`config.mk`:
```
export PLATFORM = sky130hd
export DESIGN_NAME = clock_mode_controller
export DESIGN_NICKNAME = d
export VERILOG_FILES = /design/src/rtl/clock_mode_controller_pkg.sv /design/src/rtl/clock_mode_controller_bcd_mod_counter.sv /design/src/rtl/clock_mode_controller.sv
export SDC_FILE = /design/constraint.sdc
export NUM_CORES = 1
export LEC_CHECK = 0
export BUFFER_PORTS_ARGS = -buffer_cell sky130_fd_sc_hd__buf_2
export CORE_MARGIN = 2
export CORE_UTILIZATION = 40
export CTS_CLUSTER_SIZE = 14
export DETAILED_ROUTE_END_ITERATION = 16
export PLACE_DENSITY = 0.66
export SETUP_SLACK_MARGIN = 0.3
export SYNTH_ARGS = -nofsm -noshare
export SYNTH_HDL_FRONTEND = slang
export SYNTH_HIERARCHICAL = 1
export SYNTH_SLANG_ARGS = --single-unit
```
`constraint.sdc`:
```
create_clock -name clk_50MHz -period 3.8 [get_ports clk_50MHz]
set_input_delay 0.19 -clock clk_50MHz [delete_from_list [all_inputs] [get_ports clk_50MHz]]
set_output_delay 0.19 -clock clk_50MHz [all_outputs]
set_load 0.005 [all_outputs]
```
`src/rtl/clock_mode_controller_pkg.sv`:
```
// Shared definitions for the digital-clock timekeeping slice.
//   mode_e  : mode FSM encoding, also the value presented on the mode port
//   BCD_W   : width of a two-digit packed BCD field {tens, units}
//   bcd_of  : converts a small integer (0..99) to packed two-digit BCD
package clock_mode_controller_pkg;

  typedef enum logic [1:0] {
    MODE_RUN     = 2'b00,
    MODE_SET_HR  = 2'b01,
    MODE_SET_MIN = 2'b10
  } mode_e;

  localparam int unsigned BCD_W   = 8;
  localparam int unsigned DIGIT_W = 4;

  function automatic logic [BCD_W-1:0] bcd_of(input int unsigned v);
    return {DIGIT_W'(v / 10), DIGIT_W'(v % 10)};
  endfunction

endpackage

```
`src/rtl/clock_mode_controller_bcd_mod_counter.sv`:
```
// Two-digit BCD modulo counter, counts 00..MAX then wraps to 00.
//   i_clk    : clock, rising edge
//   i_rst_n  : asynchronous active-low reset, clears to 00
//   i_inc    : advance by one this edge
//   i_clr    : force 00 this edge (wins over i_inc)
//   o_value  : {tens, units} BCD
//   o_carry  : high while i_inc will wrap MAX -> 00 on this edge
module bcd_mod_counter
  import clock_mode_controller_pkg::*;
#(
  parameter int unsigned MAX = 59
) (
  input  logic             i_clk,
  input  logic             i_rst_n,
  input  logic             i_inc,
  input  logic             i_clr,
  output logic [BCD_W-1:0] o_value,
  output logic             o_carry
);

  localparam logic [BCD_W-1:0] MAX_BCD = bcd_of(MAX);

  logic [DIGIT_W-1:0] r_tens;
  logic [DIGIT_W-1:0] r_units;
  logic               w_at_max;

  assign w_at_max = ({r_tens, r_units} == MAX_BCD);
  assign o_carry  = i_inc & ~i_clr & w_at_max;
  assign o_value  = {r_tens, r_units};

  always_ff @(posedge i_clk or negedge i_rst_n) begin
    if (!i_rst_n) begin
      r_tens  <= '0;
      r_units <= '0;
    end else if (i_clr) begin
      r_tens  <= '0;
      r_units <= '0;
    end else if (i_inc) begin
      if (w_at_max) begin
        r_tens  <= '0;
        r_units <= '0;
      end else if (r_units >= DIGIT_W'(9)) begin
        // >= keeps the digit legal even if it was ever disturbed
        r_units <= '0;
        r_tens  <= r_tens + DIGIT_W'(1);
      end else begin
        r_units <= r_units + DIGIT_W'(1);
      end
    end
  end

endmodule

```
`src/rtl/clock_mode_controller.sv`:
```
// Timekeeping and RUN / SET_HR / SET_MIN mode sequencer for the digital clock.
//   clk_50MHz   : system clock, rising edge
//   set_n       : asynchronous active-low reset
//   tick_1hz    : 1 Hz level from the clock divider (already in this domain)
//   key_mode_n  : mode key, active-low, asynchronous
//   key_inc_n   : increment key, active-low, asynchronous
//   hours_bcd   : {tens,units} 00..MAX_HOUR
//   minutes_bcd : {tens,units} 00..59
//   seconds_bcd : {tens,units} 00..59
//   mode        : 00 RUN, 01 SET_HR, 10 SET_MIN
//   blink       : blank phase for the field being set, 0 in RUN
//   div_set_n   : divider reset, held low after reset and after leaving SET_MIN
module clock_mode_controller
  import clock_mode_controller_pkg::*;
#(
  parameter int unsigned SYNC_STAGES    = 2,
  parameter int unsigned DIV_CLR_CYCLES = 4,
  parameter int unsigned MAX_HOUR       = 23
) (
  input  logic             clk_50MHz,
  input  logic             set_n,
  input  logic             tick_1hz,
  input  logic             key_mode_n,
  input  logic             key_inc_n,
  output logic [BCD_W-1:0] hours_bcd,
  output logic [BCD_W-1:0] minutes_bcd,
  output logic [BCD_W-1:0] seconds_bcd,
  output logic [1:0]       mode,
  output logic             blink,
  output logic             div_set_n
);

  localparam int unsigned          CNT_W    = $clog2(DIV_CLR_CYCLES + 1);
  localparam logic [CNT_W-1:0]     CLR_LOAD = CNT_W'(DIV_CLR_CYCLES);

  logic [SYNC_STAGES-1:0] r_mode_sync, r_inc_sync;
  logic                   r_mode_hist, r_inc_hist;
  logic                   r_tick_q, r_tick_qq;
  logic [CNT_W-1:0]       r_div_cnt;
  logic                   r_blink;
  mode_e                  r_state, w_state_nxt;

  logic w_mode_press, w_inc_press, w_inc_act;
  logic w_tick_rise, w_tick_ok, w_div_ok;
  logic w_run, w_set_hr, w_set_min;
  logic w_sec_inc, w_sec_clr, w_min_inc, w_hr_inc;
  logic w_sec_carry, w_min_carry, w_hr_carry_unused;

  // Key synchronisers plus one history flop each; idle level is 1
  always_ff @(posedge clk_50MHz or negedge set_n) begin
    if (!set_n) begin
      r_mode_sync <= '1;
      r_inc_sync  <= '1;
      r_mode_hist <= 1'b1;
      r_inc_hist  <= 1'b1;
    end else begin
      r_mode_sync <= {r_mode_sync[SYNC_STAGES-2:0], key_mode_n};
      r_inc_sync  <= {r_inc_sync[SYNC_STAGES-2:0], key_inc_n};
      r_mode_hist <= r_mode_sync[SYNC_STAGES-1];
      r_inc_hist  <= r_inc_sync[SYNC_STAGES-1];
    end
  end

  assign w_mode_press = ~r_mode_sync[SYNC_STAGES-1] & r_mode_hist;
  assign w_inc_press  = ~r_inc_sync[SYNC_STAGES-1] & r_inc_hist;
  assign w_inc_act    = w_inc_press & ~w_mode_press;

  always_ff @(posedge clk_50MHz or negedge set_n) begin
    if (!set_n) begin
      r_tick_q  <= 1'b0;
      r_tick_qq <= 1'b0;
    end else begin
      r_tick_q  <= tick_1hz;
      r_tick_qq <= r_tick_q;
    end
  end

  assign w_tick_rise = r_tick_q & ~r_tick_qq;
  assign w_div_ok    = (r_div_cnt == '0);
  assign w_tick_ok   = w_tick_rise & w_div_ok;

  // Mode FSM: state register
  always_ff @(posedge clk_50MHz or negedge set_n) begin
    if (!set_n) r_state <= MODE_RUN;
    else        r_state <= w_state_nxt;
  end

  // Mode FSM: next state (unused encoding falls back to RUN)
  always_comb begin
    w_state_nxt = r_state;
    case (r_state)
      MODE_RUN:     if (w_mode_press) w_state_nxt = MODE_SET_HR;
      MODE_SET_HR:  if (w_mode_press) w_state_nxt = MODE_SET_MIN;
      MODE_SET_MIN: if (w_mode_press) w_state_nxt = MODE_RUN;
      default:      w_state_nxt = MODE_RUN;
    endcase
  end

  // Mode FSM: outputs
  always_comb begin
    w_run     = 1'b0;
    w_set_hr  = 1'b0;
    w_set_min = 1'b0;
    mode      = MODE_RUN;
    case (r_state)
      MODE_RUN:     w_run = 1'b1;
      MODE_SET_HR:  begin w_set_hr  = 1'b1; mode = MODE_SET_HR;  end
      MODE_SET_MIN: begin w_set_min = 1'b1; mode = MODE_SET_MIN; end
      default:      mode = MODE_RUN;
    endcase
  end

  // Divider hold: reloaded on SET_MIN -> RUN so the first second is full length
  always_ff @(posedge clk_50MHz or negedge set_n) begin
    if (!set_n)                        r_div_cnt <= CLR_LOAD;
    else if (w_set_min & w_mode_press) r_div_cnt <= CLR_LOAD;
    else if (!w_div_ok)                r_div_cnt <= r_div_cnt - CNT_W'(1);
  end

  assign div_set_n = w_div_ok;

  always_ff @(posedge clk_50MHz or negedge set_n) begin
    if (!set_n)                                      r_blink <= 1'b0;
    else if (w_mode_press | ~(w_set_hr | w_set_min)) r_blink <= 1'b0;
    else if (w_tick_ok)                              r_blink <= ~r_blink;
  end

  assign blink = r_blink;

  // Carries chain only in RUN; a set-mode increment never reaches the next field.
  // Entering SET_HR clears seconds and swallows a coincident tick.
  assign w_sec_clr = w_run & w_mode_press;
  assign w_sec_inc = w_run & w_tick_ok & ~w_mode_press;
  assign w_min_inc = (w_run & w_sec_carry) | (w_set_min & w_inc_act);
  assign w_hr_inc  = (w_run & w_min_carry) | (w_set_hr & w_inc_act);

  bcd_mod_counter #(.MAX(59)) u_seconds (
    .i_clk   (clk_50MHz),
    .i_rst_n (set_n),
    .i_inc   (w_sec_inc),
    .i_clr   (w_sec_clr),
    .o_value (seconds_bcd),
    .o_carry (w_sec_carry)
  );

  bcd_mod_counter #(.MAX(59)) u_minutes (
    .i_clk   (clk_50MHz),
    .i_rst_n (set_n),
    .i_inc   (w_min_inc),
    .i_clr   (1'b0),
    .o_value (minutes_bcd),
    .o_carry (w_min_carry)
  );

  bcd_mod_counter #(.MAX(MAX_HOUR)) u_hours (
    .i_clk   (clk_50MHz),
    .i_rst_n (set_n),
    .i_inc   (w_hr_inc),
    .i_clr   (1'b0),
    .o_value (hours_bcd),
    .o_carry (w_hr_carry_unused)
  );

endmodule

```
After elaboration in Yosys (flattened, before gate mapping)
Index checks and enable logic that the tools add are counted.
Operators by class
  $add $sub $neg: 7
  order comparisons: 3
  equality and inequality tests: 9
  mux-type cells: 28
  bitwise gates (word level): 27
  reduce and logical (&&, ||, !) cells: 11
Operators with widths (number)
  $mux 4: 16
  $add 4x1->4 const B: 6
  $and 1x1->1: 16
  $eq 8x7->1 const B: 2
  $ge 4x4->1 const B: 3
  $eq 8x6->1 const B: 1
  $reduce_bool 2->1: 4
  $not 1->1: 7
  $mux 2: 3
  $mux 3: 2
  $ne 2x2->1 const B: 3
  $pmux 2 s3: 1
  $reduce_and 2->1: 3
  $mux 1: 5
  $or 1x1->1: 4
  $pmux 2 s2: 1
  $logic_not 3->1: 1
  $reduce_and 3->1: 1
  $reduce_bool 3->1: 1
  $sub 3x1->3 const B: 1
  $eq 2x1->1 const B: 1
  $eq 2x2->1 const B: 1
  $logic_not 2->1: 1
  $ne 2x1->1 const B: 1
Word-level totals
  bits in registers: 38
  output and inout port bits: 28

Logic depth before layout (Yosys ltp)
  word-level depth: 13
  gate-level depth with buffers: 14
  gate-level depth less buffers: 13

Cells and area by module
Netlist, hierarchy kept.
By module, submodules not included
  bcd_mod_counter (u_minutes ...): times used 2, cells each 54, area each 535.5 um2
  clock_mode_controller: times used 1, cells each 52, area each 644.4 um2
  bcd_mod_counter (u_hours): times used 1, cells each 53, area each 528.0 um2

Worst setup path after synthesis
Ideal clock, no wire load.
  path kind: flip-flop to flip-flop
  start: reg r_div_cnt[0]
  end: reg u_hours.r_tens[3]
  arrival time: 2.550 ns
  required time: 3.723 ns
  slack: 1.172 ns
  cell stages (with the launch flop): 15
  path buffers: 1
  clock period less this slack: 2.628 ns
  cell sequence: dfrtp_1 -> inv_1 -> ha_1 -> and4bb_1 -> and3b_2 -> nand2b_2 -> nor2_1 -> a22o_1 -> nand2b_2 -> nor2_1 -> a22o_1 -> buf_4 -> nand2_1 -> or4_1 -> a21oi_1
Between the ends
  longest elaborated chain between the ends: 12
RTL lines
  from (decl): line clock_mode_controller.sv:39  | logic [CNT_W-1:0] r_div_cnt;
  from (signal assigned): line clock_mode_controller.sv:117  | else if (!w_div_ok) r_div_cnt <= r_div_cnt - CNT_W'(1);
  $logic_not 3->1: line clock_mode_controller.sv:79  | assign w_div_ok = (r_div_cnt == '0);
  $and 1x1->1: line clock_mode_controller.sv:80  | assign w_tick_ok = w_tick_rise & w_div_ok;
  $and 1x1->1 (2 in a row): line clock_mode_controller.sv:133  | assign w_sec_inc = w_run & w_tick_ok & ~w_mode_press;
  net w_sec_inc: line clock_mode_controller.sv:46  | logic w_sec_inc, w_sec_clr, w_min_inc, w_hr_inc;
  $and 1x1->1 (2 in a row): line clock_mode_controller_bcd_mod_counter.sv:28  | assign o_carry = i_inc & ~i_clr & w_at_max;
  net w_sec_carry: line clock_mode_controller.sv:47  | logic w_sec_carry, w_min_carry, w_hr_carry_unused;
  $and 1x1->1: line clock_mode_controller.sv:134  | assign w_min_inc = (w_run & w_sec_carry) | (w_set_min & w_inc_act);
  $or 1x1->1: line clock_mode_controller.sv:134
  net w_min_inc: line clock_mode_controller.sv:46
  $and 1x1->1: line clock_mode_controller_bcd_mod_counter.sv:28
  net w_min_carry: line clock_mode_controller.sv:47
  $and 1x1->1: line clock_mode_controller.sv:135  | assign w_hr_inc = (w_run & w_min_carry) | (w_set_hr & w_inc_act);
  $or 1x1->1: line clock_mode_controller.sv:135
  net w_hr_inc: line clock_mode_controller.sv:46
  $reduce_and 2->1 (no line)
  to (signal assigned): line clock_mode_controller_bcd_mod_counter.sv:45  | r_tens <= r_tens + DIGIT_W'(1);
  to (decl): line clock_mode_controller_bcd_mod_counter.sv:23  | logic [DIGIT_W-1:0] r_tens;
The timed path passes the listed nets, and every way through them passes these cells.
A chain may end at the register's enable or synchronous reset.

Worst setup path in the final report
Same ends and word-level chain as after synthesis.

==> summary.md <==
| Metric | Value |
|---|---|
| Setup_tns | 0 ps |
| Row cnt | 27 |
| Die Ht | 78.8 µm |
| Post_cts resized | 0 |
| Filler instances | 524 |
| Wirelength per Cell | between 10 and 15 µm |
| Detail Route Antenna Nets | 0 |
| Clk sinks | 38 |
| Final min period | between 3000 and 4000 ps |
| ANT cells | 0 |
| Peak supply drop | 0.000312 V |
| CP max stage cell | or4_1 |
| RR Endpoint | u_hours/r_tens[3] |
| Worst slew pin tran | approximately 840 ps |
| Critical-path maximum fanout | 9 |
| Core area | 0.00544 mm² |
| Mean post-synth cell area | around 11 µm² |
| Final GP Congestion | approximately 0.8 |
| Number of global-route vias before repair | between 1500 and 2000 |
| HP Class | in -> async |
| CTS H-Tree Depth | 2 |
| Crit-path max cell delay | between 400 and 500 ps |
| DR vias/cell | approximately 5 |
| Type of origin of the critical path | register |
| Remaining DRCs | 0 |
| Outcome | finished, final reports clean |
| Critical path arrival | 3250 ps |
| Post-Syn Instances | ~210 |
| Crit path kind | reg -> reg |
| Root Driver | clkbuf_8 |
| Max clock buf depth | 2 |
| Required time of the critical path | approximately 4000 ps |
| Post-CTS Setup Repair Bufs | 0 |
| First-pass GRT wire length | about 7.6 mm |
| Clk_lat worst skew | about 280 ps |
| GRT Overall Usage | 0.155 |
| Final hold viol count | 0 |
| Post-DP HPWL | between 3 and 4 mm |
| Fin crit share | 0.799 |
| Power Dens Cells | 481 mW/mm² |
| Crit-path cells | inv_1 -> ha_1 -> and4bb_1 -> and3b_2 -> nand2b_2 -> nor2_1 -> a22o_1 -> nand2b_2 -> nor2_1 -> a22o_1 -> nand2_1 -> or4_1 -> a21oi_1 |
| Total global routing overflow | 0 |
| Initial Utilization | 0.412 |
| Reg-to-Reg Start | r_div_cnt[0] |
| Worst-path clk slew | around 80 ps |
| Fmax | ~330 MHz |
| R2R setup slack | between 700 and 800 ps |
| Initial antenna violation count | 0 |
| Via Count | approximately 1700 |
| Routed wire length | ~4.2 mm |
| Worst Setup End Kind | register |
| Largest net degree at the start of global routing | 39 |
| Slew Viols, Final | 0 |
| Cell family with most CP delay | simple AND/OR/NAND/NOR gates |
| DRT iter0 DRCs | 93 |
| Mapped Area | 0.00224 mm² |
| Yosys warning count | 6 |
| Share of layout cells above drive strength 1 | 0.255 |
| First drt pass iteration count | 4 |
| CTS Hold Bufs | 3 |
| Max_slew headroom | 0.441 |
| Number of max-cap violations | 0 |
| Final setup viols | 0 |
| Worst-case reg-to-reg path depth | 13 |
| CTS tree | built |
| IO Port Bufs | 32 |
| Die ar. | 0.00621 mm² |
| Unrepaired setup endpoints after global routing | false |
| Chip Width | between 70 and 80 µm |
| Area delta synth->final | 17.9% |
| Crit path buf inv count | 1 |
| P_leak | 1.26 nW |
| CTS Buf Count | 5 |
| Skew final | a little over 4 ps |
| Min Hold Slack | 8.13 ps |
| Nets@finish | roughly 280 |
| I/O Pins | 33 |
[cells in the final DEF, fill, tap and decap left out, drive strengths merged, types with 7 or more instances in the layout]
| cell | instances |
|---|---|
| ha | 21 |
| nand2 | 7 |
| buf | 33 |
| inv | 21 |
| dfrtp | 31 |
| dfstp | 7 |
| nor2 | 15 |
| conb | 8 |
| nor2b | 10 |
| o21ai | 7 |
[metrics by stage]
step	total power, mW	cells	setup WS, ps	utilization	area (µm²)
after floorplan	0.828	219	1170	-	2260
after global placement	0.929	320	938	0.459	2500
after detailed placement	0.939	320	798	0.459	2500
after CTS	1.29	331	766	0.485	2640
after global routing	1.37	331	516	0.485	2640
final	1.27	331	763	0.485	2640
[how the worst max path moves through the flow]
stage	start	to	slack, ps	cells past startpoint
floorplan	r_div_cnt[0]	u_hours/r_tens[3]	1170	14
global placement	r_div_cnt[0]	u_hours/r_tens[3]	940	13
detailed placement	r_div_cnt[0]	u_hours/r_tens[3]	800	13
CTS	r_div_cnt[0]	u_hours/r_tens[3]	770	13
global route	r_div_cnt[0]	u_hours/r_tens[3]	520	13
finish	r_div_cnt[0]	u_hours/r_tens[3]	760	13
[metal layers]
metal  part of all wire  vias up  track usage  routed length [µm]
met1               0.47      813        0.206                1990
met2               0.48       27        0.250                2040
li1                   -      852            -                   -
met4             0.0071        0       0.0474                  30
met5                  0        -            0                   0
met3              0.035        2       0.0364                 146
[worst reg2reg max path, cell delays in order, from the launching register on]
cell and delay, ps:
dfrtp_1 390, inv_1 90, ha_1 190, and4bb_1 240, and3b_2 250, nand2b_2 90
nor2_1 110, a22o_1 260, nand2b_2 110, nor2_1 90, a22o_1 320, nand2_1 170
or4_1 490, a21oi_1 160
[where the power goes]
part	internal [mW]	total (mW)	switching (mW)
Sequential	0.467	0.521	0.0541
Combinational	0.197	0.410	0.214
Clock	0.195	0.338	0.143
Total	0.859	1.27	0.410
[state kept, by name, indices dropped and copies added, names as in the netlist, 2 cells and up]
name               count
u_minutes/r_units      4
u_seconds/r_tens       4
r_inc_sync             2
r_div_cnt              3
u_seconds/r_units      4
r_state                2
u_hours/r_tens         4
u_minutes/r_tens       4
r_mode_sync            2
u_hours/r_units        4
[cell type report]
cell class,instances,area (µm²),area share
Clock buffer,5,68.8,0.0261
Clock inverter,3,45.0,0.0171
Inverter,21,78.8,0.0299
Multi-Input combinational cell,156,1200,0.455
Sequential cell,38,960,0.364
Tap cell,72,90.1,0.0341
Timing Repair Buffer,36,198,0.0749
Note: power is estimated with default switching activity, not from simulation.
